`src/rtl/uart_rx_if.sv`:
```
// Byte-output channel of the UART receiver: data handshake plus one-cycle error pulses.
// master = receiver side, slave = consumer side.
interface uart_rx_if;
    // Handshake: o_valid stays high and o_data stays stable until the cycle
    // where o_valid && i_ready, which is the transfer. A new byte may load in
    // that same transfer cycle. o_valid never depends on i_ready combinationally.
    logic       o_valid;
    logic [7:0] o_data;
    logic       i_ready;
    logic       o_frame_err;
    logic       o_parity_err;
    logic       o_overrun;

    modport master (
        output o_valid, o_data, o_frame_err, o_parity_err, o_overrun,
        input  i_ready
    );

    modport slave (
        input  o_valid, o_data, o_frame_err, o_parity_err, o_overrun,
        output i_ready
    );
endinterface

```
`src/rtl/uart_rx.sv`:
```
// UART receiver: 8 data bits, optional even parity (UART_RX_PARITY_EN), 1 stop bit,
// CLK_DIV clocks per bit, byte presented on a valid/ready channel with error pulses.
module uart_rx #(
    parameter int CLK_DIV = 2
) (
    input  logic        clk,
    input  logic        rst,
    input  logic        rx,
    uart_rx_if.master   bus,
    output logic [2:0]  state_dbg
);
    localparam int CW = $clog2(CLK_DIV) + 1;
    localparam logic [CW-1:0] HALF = CW'(CLK_DIV / 2);
    localparam logic [CW-1:0] LAST = CW'(CLK_DIV - 1);

`ifdef UART_RX_PARITY_EN
    typedef enum logic [2:0] {
        S_IDLE = 3'd0, S_START = 3'd1, S_DATA = 3'd2,
        S_PARITY = 3'd3, S_STOP = 3'd4, S_WAIT_HIGH = 3'd5
    } state_t;
`else
    typedef enum logic [2:0] {
        S_IDLE = 3'd0, S_START = 3'd1, S_DATA = 3'd2,
        S_STOP = 3'd4, S_WAIT_HIGH = 3'd5
    } state_t;
`endif

    state_t          state, state_next;
    logic            sync1, rx_s;
    logic [CW-1:0]   cnt, cnt_next;
    logic [2:0]      idx, idx_next;
    logic [7:0]      shreg;
    logic            shift_en, deliver, frame_set;
    logic            valid_q, fe_q, ov_q;
    logic [7:0]      data_q;

`ifdef UART_RX_PARITY_EN
    logic            par_bit, par_load, parity_set, pe_q, par_bad;
    assign par_bad = ^{shreg, par_bit};
`endif

    // rx is asynchronous; the line idles high so the synchroniser resets high.
    always_ff @(posedge clk or posedge rst) begin
        if (rst) begin
            sync1 <= 1'b1;
            rx_s  <= 1'b1;
        end else begin
            sync1 <= rx;
            rx_s  <= sync1;
        end
    end

    always_ff @(posedge clk or posedge rst) begin
        if (rst) state <= S_IDLE;
        else     state <= state_next;
    end

    always_comb begin
        state_next = state;
        cnt_next   = cnt + CW'(1);
        idx_next   = idx;
        shift_en   = 1'b0;
        deliver    = 1'b0;
        frame_set  = 1'b0;
`ifdef UART_RX_PARITY_EN
        par_load   = 1'b0;
        parity_set = 1'b0;
`endif
        case (state)
            S_IDLE: begin
                cnt_next = '0;
                if (!rx_s) state_next = S_START;
            end
            S_START: begin
                if (cnt == HALF) begin
                    cnt_next   = '0;
                    idx_next   = 3'd0;
                    state_next = rx_s ? S_IDLE : S_DATA;
                end
            end
            S_DATA: begin
                if (cnt == LAST) begin
                    cnt_next = '0;
                    shift_en = 1'b1;
                    idx_next = idx + 3'd1;
                    if (idx == 3'd7) begin
`ifdef UART_RX_PARITY_EN
                        state_next = S_PARITY;
`else
                        state_next = S_STOP;
`endif
                    end
                end
            end
`ifdef UART_RX_PARITY_EN
            S_PARITY: begin
                if (cnt == LAST) begin
                    cnt_next   = '0;
                    par_load   = 1'b1;
                    state_next = S_STOP;
                end
            end
`endif
            S_STOP: begin
                if (cnt == LAST) begin
                    cnt_next = '0;
                    if (!rx_s) begin
                        // Frame error wins over parity error.
                        frame_set  = 1'b1;
                        state_next = S_WAIT_HIGH;
`ifdef UART_RX_PARITY_EN
                    end else if (par_bad) begin
                        parity_set = 1'b1;
                        state_next = S_IDLE;
`endif
                    end else begin
                        deliver    = 1'b1;
                        state_next = S_IDLE;
                    end
                end
            end
            S_WAIT_HIGH: begin
                cnt_next = '0;
                if (rx_s) state_next = S_IDLE;
            end
            default: begin
                cnt_next   = '0;
                state_next = S_IDLE;
            end
        endcase
    end

    always_ff @(posedge clk or posedge rst) begin
        if (rst) begin
            cnt   <= '0;
            idx   <= 3'd0;
            shreg <= 8'h00;
        end else begin
            cnt <= cnt_next;
            idx <= idx_next;
            if (shift_en) shreg <= {rx_s, shreg[7:1]};
        end
    end

`ifdef UART_RX_PARITY_EN
    always_ff @(posedge clk or posedge rst) begin
        if (rst) begin
            par_bit <= 1'b0;
            pe_q    <= 1'b0;
        end else begin
            if (par_load) par_bit <= rx_s;
            pe_q <= parity_set;
        end
    end
    assign bus.o_parity_err = pe_q;
`else
    assign bus.o_parity_err = 1'b0;
`endif

    // A delivered byte may replace the held one only when it is being consumed this cycle.
    always_ff @(posedge clk or posedge rst) begin
        if (rst) begin
            valid_q <= 1'b0;
            data_q  <= 8'h00;
            fe_q    <= 1'b0;
            ov_q    <= 1'b0;
        end else begin
            fe_q <= frame_set;
            ov_q <= 1'b0;
            if (deliver) begin
                if (!valid_q || bus.i_ready) begin
                    valid_q <= 1'b1;
                    data_q  <= shreg;
                end else begin
                    ov_q <= 1'b1;
                end
            end else if (valid_q && bus.i_ready) begin
                valid_q <= 1'b0;
            end
        end
    end

    assign bus.o_valid     = valid_q;
    assign bus.o_data      = data_q;
    assign bus.o_frame_err = fe_q;
    assign bus.o_overrun   = ov_q;
    assign state_dbg       = state;
endmodule

```
`src/flat_wrapper.sv`:
```
// flat-port wrapper written by rule: the top's interface ports become plain ports
module uart_rx_flat 
#(
    parameter int CLK_DIV = 2
)
  (clk, rst, rx, state_dbg, bus_o_valid, bus_o_data, bus_o_frame_err, bus_o_parity_err, bus_o_overrun, bus_i_ready);
  uart_rx_if bus_i ();
  input  logic clk;
  input  logic rst;
  input  logic rx;
  output logic [2:0] state_dbg;
  output wire logic [$bits(bus_i.o_valid)-1:0] bus_o_valid;
  output wire logic [$bits(bus_i.o_data)-1:0] bus_o_data;
  output wire logic [$bits(bus_i.o_frame_err)-1:0] bus_o_frame_err;
  output wire logic [$bits(bus_i.o_parity_err)-1:0] bus_o_parity_err;
  output wire logic [$bits(bus_i.o_overrun)-1:0] bus_o_overrun;
  input wire logic [$bits(bus_i.i_ready)-1:0] bus_i_ready;
  assign bus_o_valid = bus_i.o_valid;
  assign bus_o_data = bus_i.o_data;
  assign bus_o_frame_err = bus_i.o_frame_err;
  assign bus_o_parity_err = bus_i.o_parity_err;
  assign bus_o_overrun = bus_i.o_overrun;
  assign bus_i.i_ready = bus_i_ready;
  uart_rx #(.CLK_DIV(CLK_DIV)) u_core (.clk(clk), .rst(rst), .rx(rx), .bus(bus_i), .state_dbg(state_dbg));
endmodule
```
`config.mk`:
```
export PLATFORM = sky130hd
export DESIGN_NAME = uart_rx_flat
export DESIGN_NICKNAME = d
export VERILOG_FILES = /design/src/rtl/uart_rx_if.sv /design/src/rtl/uart_rx.sv /design/src/flat_wrapper.sv
export SDC_FILE = /design/constraint.sdc
export NUM_CORES = 1
export LEC_CHECK = 0
export ABC_AREA = 1
export ABC_CLOCK_PERIOD_IN_PS = 1200
export BUFFER_PORTS_ARGS = -buffer_cell sky130_fd_sc_hd__buf_2
export CAP_MARGIN = 20
export CORE_ASPECT_RATIO = 0.7
export CORE_UTILIZATION = 35
export DETAILED_ROUTE_END_ITERATION = 16
export PLACE_DENSITY_LB_ADDON = 0.05
export RECOVER_POWER = 50
export SLEW_MARGIN = 20
export SYNTH_ARGS = -nofsm -noshare
export SYNTH_HDL_FRONTEND = slang
export SYNTH_SLANG_ARGS = --single-unit
```
`constraint.sdc`:
```
create_clock -name clk -period 1.2 [get_ports clk]
set_input_delay 0 -clock clk [delete_from_list [all_inputs] [get_ports clk]]
set_output_delay 0 -clock clk [all_outputs]
set_load 0.03 [all_outputs]
```
After elaboration in Yosys (flattened, before gate mapping)
Index checks and enable logic that the tools add are counted.

Bits in latches: 0. Bits in read-only memories: 0. Input port bits: 4. Register bits: 29. Bits in writable memories: 0. Output and inout bits: 15. Memories: 0. Logic and storage cells: 63.

Mux-type cells: 27. Equality and inequality tests: 13. Add/sub/neg operators: 2. Shift operators: 0. Reductions and logical operators: 11. Multipliers: 0. Bitwise logic cells: 0. Div/mod/pow operators: 0. Order comparisons: 0.

Operator list (number): 3-bit two-way mux (9); 3-bit one-hot mux with 5 select lines (1); 1-bit two-way mux (13); 2-bit by 1-bit inequality test with 1-bit output (second input constant) (5); 3-bit == test (second input constant) (3); 2-bit two-way mux (3); 3-bit one-hot mux with 2 select lines (1); 6-bit AND reduction (1); 2-bit inequality test (second input constant) (2); 2-bit AND reduction (2); 2-bit nonzero test (2); 3-bit by 1-bit adder with 3-bit output (second input constant) (1); 3-bit by 1-bit == test with 1-bit output (second input constant) (1); 3-bit by 2-bit == test with 1-bit output (second input constant) (1); 3-bit logical NOT (1); 3-bit AND reduction (1); 3-bit OR reduction (1); 2-bit by 1-bit adder with 2-bit output (second input constant) (1); 2-bit by 1-bit == test with 1-bit output (second input constant) (1); 1-bit logical AND (1); 1-bit logical NOT (1); 1-bit logical OR (1).

Logic depth before layout (Yosys ltp)
Depth after elaboration: 5. Gate-level depth with buffers: 9. Gate-level depth less buffers: 9.

Worst setup path before layout
Ideal clock, no wire load.

Kind: flip-flop to flip-flop. Start: register u_core.state[1] (netlist: u_core.state_dbg[1]). End: register u_core.data_q[5] (netlist: u_core.bus.o_data[5]). Data required time: 1082 ps. Cell stages (with the launch flop): 8. Path buffers: 1. Library setup time: 118 ps. Slack: -233 ps. Clock period less this slack: 1433 ps. Arrival: 1315 ps. Cells stage by stage: dfrtp_1 nor2_4 nand2_2 nor3_4 nand2_4 buf_6 nand2_2 o21ai_2.

Word-level cells in the longest chain between the ends: 3.

Ends and longest elaborated chain: from (decl) (RTL line uart_rx.sv:28) `state_t state, state_next;`; from (signal assigned) (RTL line uart_rx.sv:55) `else state <= state_next;`; 3-bit == test (RTL line uart_rx.sv:69) `case (state)`; 1-bit two-way mux (RTL line uart_rx.sv:69); 2-bit AND reduction (no source line); to (signal assigned) (RTL line uart_rx.sv:173) `data_q <= shreg;`; to (decl) (RTL line uart_rx.sv:35) `logic [7:0] data_q;`.

Every way passes these cells. A chain may end at the register's enable or synchronous reset.

Worst setup path in the final report
Start: register u_core.cnt[1]. End: register u_core.data_q[7] (netlist: u_core.bus.o_data[7]).

Word-level cells in the longest chain between the ends: 4.

Ends and longest elaborated chain: from (decl) (RTL line uart_rx.sv:30) `logic [CW-1:0] cnt, cnt_next;`; from (signal assigned) (RTL line uart_rx.sv:139) `cnt <= cnt_next;`; 2-bit by 1-bit == test with 1-bit output (RTL line uart_rx.sv:105) `if (cnt == LAST) begin`; 1-bit two-way mux (RTL line uart_rx.sv:105); 1-bit two-way mux (RTL line uart_rx.sv:69); 2-bit AND reduction (no source line).

Every way passes these cells.

==> Flow_metrics.wiki <==
{| class="wikitable"
! Metric !! Value
|-
| Post-synth ARST share || 100%
|-
| All-Layer GR Usage || 15.6%
|-
| Worst reg2reg path depth || 6
|-
| Clk buf depth || 2
|-
| Total congestion overflow || 0
|-
| Cell area after synthesis || 1320 µm²
|-
| Met3 track demand over resource in global routing || 5.14%
|-
| Register bit count reported by yosys || 29
|-
| Predominant post-synthesis flop cell || sky130_fd_sc_hd__dfrtp_1
|-
| Pwr per Cell Area || 2190 nW/µm²
|-
| Data required time of the worst path || 1.37 ns
|-
| Number of cells traversed by the worst hold path || 4
|-
| Die area || 4010 µm²
|-
| Horizontal die dimension || 75.3 µm
|-
| CTS sink cnt || 29
|-
| Effective utilization at floorplan || 37.0%
|-
| Synth top cells by count || sky130_fd_sc_hd__nand2_1 (40), sky130_fd_sc_hd__dfrtp_1 (27), sky130_fd_sc_hd__inv_1 (21), sky130_fd_sc_hd__o21ai_2 (13), sky130_fd_sc_hd__nand3_1 (8)
|-
| Area leader, netlist || sky130_fd_sc_hd__dfrtp_1
|-
| Vias after detailed routing || 1,039
|-
| First drt pass iteration count || 4
|-
| Number of nets in the finished design || 190
|-
| Global routing usage on met1 || 20.6%
|-
| Largest vdd supply drop || 0.986 mV
|-
| Leakage component of the power || 0.910 nW
|-
| Number of vias per cell after detailed routing || 4.44
|-
| Most common cell in the netlist || sky130_fd_sc_hd__nand2_1
|-
| Sequential area share after synthesis || 55.3%
|-
| HPWL after detailed placement || 1690 µm
|-
| Post-route minimum period || 1.31 ns
|-
| Unique cell type count in the Yosys netlist || 20
|-
| DRC violation count after routing || 0
|-
| Critical path endpoint category || register
|-
| Crit-path max FO || 8
|-
| Footprint of the flip-flops and latches || 732 µm²
|-
| CORE AREA || 3560 µm²
|-
| Run status || complete, but fails checks
|-
| Worst Hold Margin || 0.191 ns
|-
| Global placer's final weighted congestion || 0.828
|-
| Final WS setup || -0.106 ns
|-
| TritonCTS clock tree || built
|-
| Area growth syn-to-layout || 39.0%
|-
| Clock Tree Root || sky130_fd_sc_hd__clkbuf_8
|-
| IO buf count || 17
|-
| Data arrival time at the worst-slack endpoint || 1.48 ns
|-
| Setup violation total in the final timing report || 13
|-
| Share of the synthesized area in the top cell type || 51.3%
|-
| Via count of the first global-routing pass || 945
|-
| Failing checks || setup timing
|-
| Startpoint Class || register
|-
| Wire length of the first global-routing pass || 4310 µm
|-
| Setup repair after global routing missed its margin || true
|-
| Antenna diode count || 0
|-
| Type of the worst setup path || register to register
|-
| GR met2 Demand/Resource || 21.9%
|-
| Detailed-route wire length || 2840 µm
|-
| DRT antenna net count || 0
|-
| Layer with the highest usage || met2
|-
| Tightest slew margin relative to the limit || 50.1%
|-
| Std-Cell Rows || 18
|-
| Count of warnings emitted by yosys || 0
|-
| Post-Syn Nets || 144
|-
| Number of I/O pins || 19
|-
| Final Hold Viols || 0
|-
| Clock buffers created by TritonCTS || 5
|-
| Clock-pin slew of the registers on the worst-case setup and hold paths || 0.06 ns
|-
| Type of the most critical hold path || input port to register
|-
| H-tree depth || 2
|-
| Wire per inst || 12.1 µm
|-
| Slew at the pin closest to its max-slew limit || 0.749 ns
|-
| Post-place setup slack || -0.149 ns
|-
| Post-route clock period utilization || 109%
|-
| Number of standard cells after synthesis || 138
|-
| Peak Freq || 0.766 GHz
|-
| Die height || 53.3 µm
|-
| Clock latency of the later-clocked register in the worst-skew pair || 0.28 ns
|-
| Antenna violations before repair || 0
|-
| Pins over their slew limit || 0
|-
| Post-route clock skew || 0.00566 ns
|-
| Maximum number of pins on one net before global-route repair || 30
|-
| Reported max-cap violation count || 0
|-
| EDFF count, synth || 0
|-
| Drt first-iter violations || 31
|-
| Fraction of final layout cells with drive strength greater than 1 || 50.5%
|-
| Fill cell count || 346
|-
| Area taken by multi-input logic gates || 611 µm²
|-
| Average cell area after synthesis || 9.54 µm²
|-
| Largest cells by area after synthesis || sky130_fd_sc_hd__dfrtp_1 (51%), sky130_fd_sc_hd__nand2_1 (11%), sky130_fd_sc_hd__o21ai_2 (8.7%)
|}
[final timing paths]
| path | end | from | slack (ns) |
|---|---|---|---|
| max | u_core.bus.o_data[7] | u_core.cnt[1] | -0.11 |
| min | u_core.bus.o_overrun | bus_i_ready | 0.19 |
| max reg2reg | u_core.bus.o_data[7] | u_core.cnt[1] | -0.11 |
| min reg2reg | u_core.rx_s | u_core.sync1 | 0.36 |
| max in group asynchronous | u_core.state_dbg[1] | rst | 0.20 |
| min in group asynchronous | u_core.bus.o_data[4] | rst | 0.48 |
[kinds of logic after synthesis]
kind of cell	synth area share, %
compound gates	10.6
fa+ha+maj	1.90
buf+inv	8.27
flops	55.3
other cells	0.285
simple gates	23.7
[per-layer routing]
layer | wire (µm) | vias to the layer above | part of all wire (%)
li1 | - | 527 | -
met1 | 1450 | 484 | 51
met2 | 1210 | 20 | 43
met3 | 119 | 8 | 4.2
met4 | 57 | 0 | 2.0
met5 | 0 | - | 0
[report_power, final]
| part | internal [W] | switching (W) |
|---|---|---|
| logic | 0.000749 | 0.00116 |
| clock network | 0.000453 | 0.000337 |
| registers | 0.00117 | 0.000144 |
[per-stage QoR]
stage          cell area [µm²]  util (%)  total power (W)  TNS, ns  cells
6_report                  1830      51.4          0.00401    -1.06    234
5_1_grt                   1830      51.4          0.00431    -2.28    234
4_1_cts                   1730      48.7          0.00379    -1.18    229
3_5_place_dp              1530      42.9          0.00272    -2.45    214
3_3_place_gp              1530      42.9          0.00269    -1.93    214
2_1_floorplan             1320         -          0.00226    -1.36    138
[final cells by class]
type | instances | share of cell area (%)
Sequential cell | 29 | 40.0
Multi-Input combinational cell | 89 | 33.4
Timing Repair Buffer | 38 | 13.8
Clock buffer | 7 | 4.72
Inverter | 21 | 4.65
Tap cell | 50 | 3.42
[worst max-delay path: stages (launching register included)]
cell                      delay [ns]
sky130_fd_sc_hd__dfrtp_1        0.38
sky130_fd_sc_hd__inv_1          0.07
sky130_fd_sc_hd__nand2_2        0.12
sky130_fd_sc_hd__nor3_4         0.32
sky130_fd_sc_hd__nand2_4        0.15
sky130_fd_sc_hd__nand2_1        0.11
sky130_fd_sc_hd__o21ai_2        0.05
[cell usage in the layout (no fill, tap or decap)]
cell	netlist	final
sky130_fd_sc_hd__nor3_4	1	1
sky130_fd_sc_hd__nand2_4	1	5
sky130_fd_sc_hd__nor2_1	4	2
sky130_fd_sc_hd__buf_2	0	17
sky130_fd_sc_hd__nand2_2	5	11
sky130_fd_sc_hd__inv_4	0	1
sky130_fd_sc_hd__conb_1	1	1
sky130_fd_sc_hd__nand2_1	40	31
sky130_fd_sc_hd__dlygate4sd3_1	0	2
sky130_fd_sc_hd__nor4_1	1	1
sky130_fd_sc_hd__nand3_1	8	8
sky130_fd_sc_hd__clkbuf_2	0	1
sky130_fd_sc_hd__nor2_2	2	1
sky130_fd_sc_hd__ha_1	2	1
sky130_fd_sc_hd__clkbuf_8	0	6
sky130_fd_sc_hd__inv_1	21	17
sky130_fd_sc_hd__o21ai_2	13	15
sky130_fd_sc_hd__buf_4	1	16
sky130_fd_sc_hd__ha_2	0	1
sky130_fd_sc_hd__dfrtp_2	0	3
sky130_fd_sc_hd__clkbuf_1	0	1
sky130_fd_sc_hd__o21ai_1	4	3
sky130_fd_sc_hd__inv_2	0	2
sky130_fd_sc_hd__buf_6	2	2
sky130_fd_sc_hd__clkinvlp_4	0	1
sky130_fd_sc_hd__dfrtp_1	27	24
sky130_fd_sc_hd__nand3_4	1	4
sky130_fd_sc_hd__dfstp_2	2	2
sky130_fd_sc_hd__nor2_4	1	4
[sequential cells by signal (all words and copies together), names as in the netlist]
signal,flops
u_core.bus.o_overrun,1
u_core.bus.o_data,8
u_core.cnt,2
u_core.sync1,1
u_core.rx_s,1
u_core.idx,3
u_core.bus.o_valid,1
u_core.shreg,8
u_core.bus.o_frame_err,1
u_core.state_dbg,3
[repair_timing]
| action | 4_1_cts | 5_1_grt |
|---|---|---|
| endpoints found under the hold margin | 28 | 0 |
| hold buffers | 2 | 0 |
| setup endpoints to repair | 24 | 22 |
| resized for setup | 16 | 16 |
| gates cloned | 2 | 2 |
| pin swaps | 3 | 2 |
| buffers inserted | 4 | 3 |
Power figures use the tool's default switching activity.
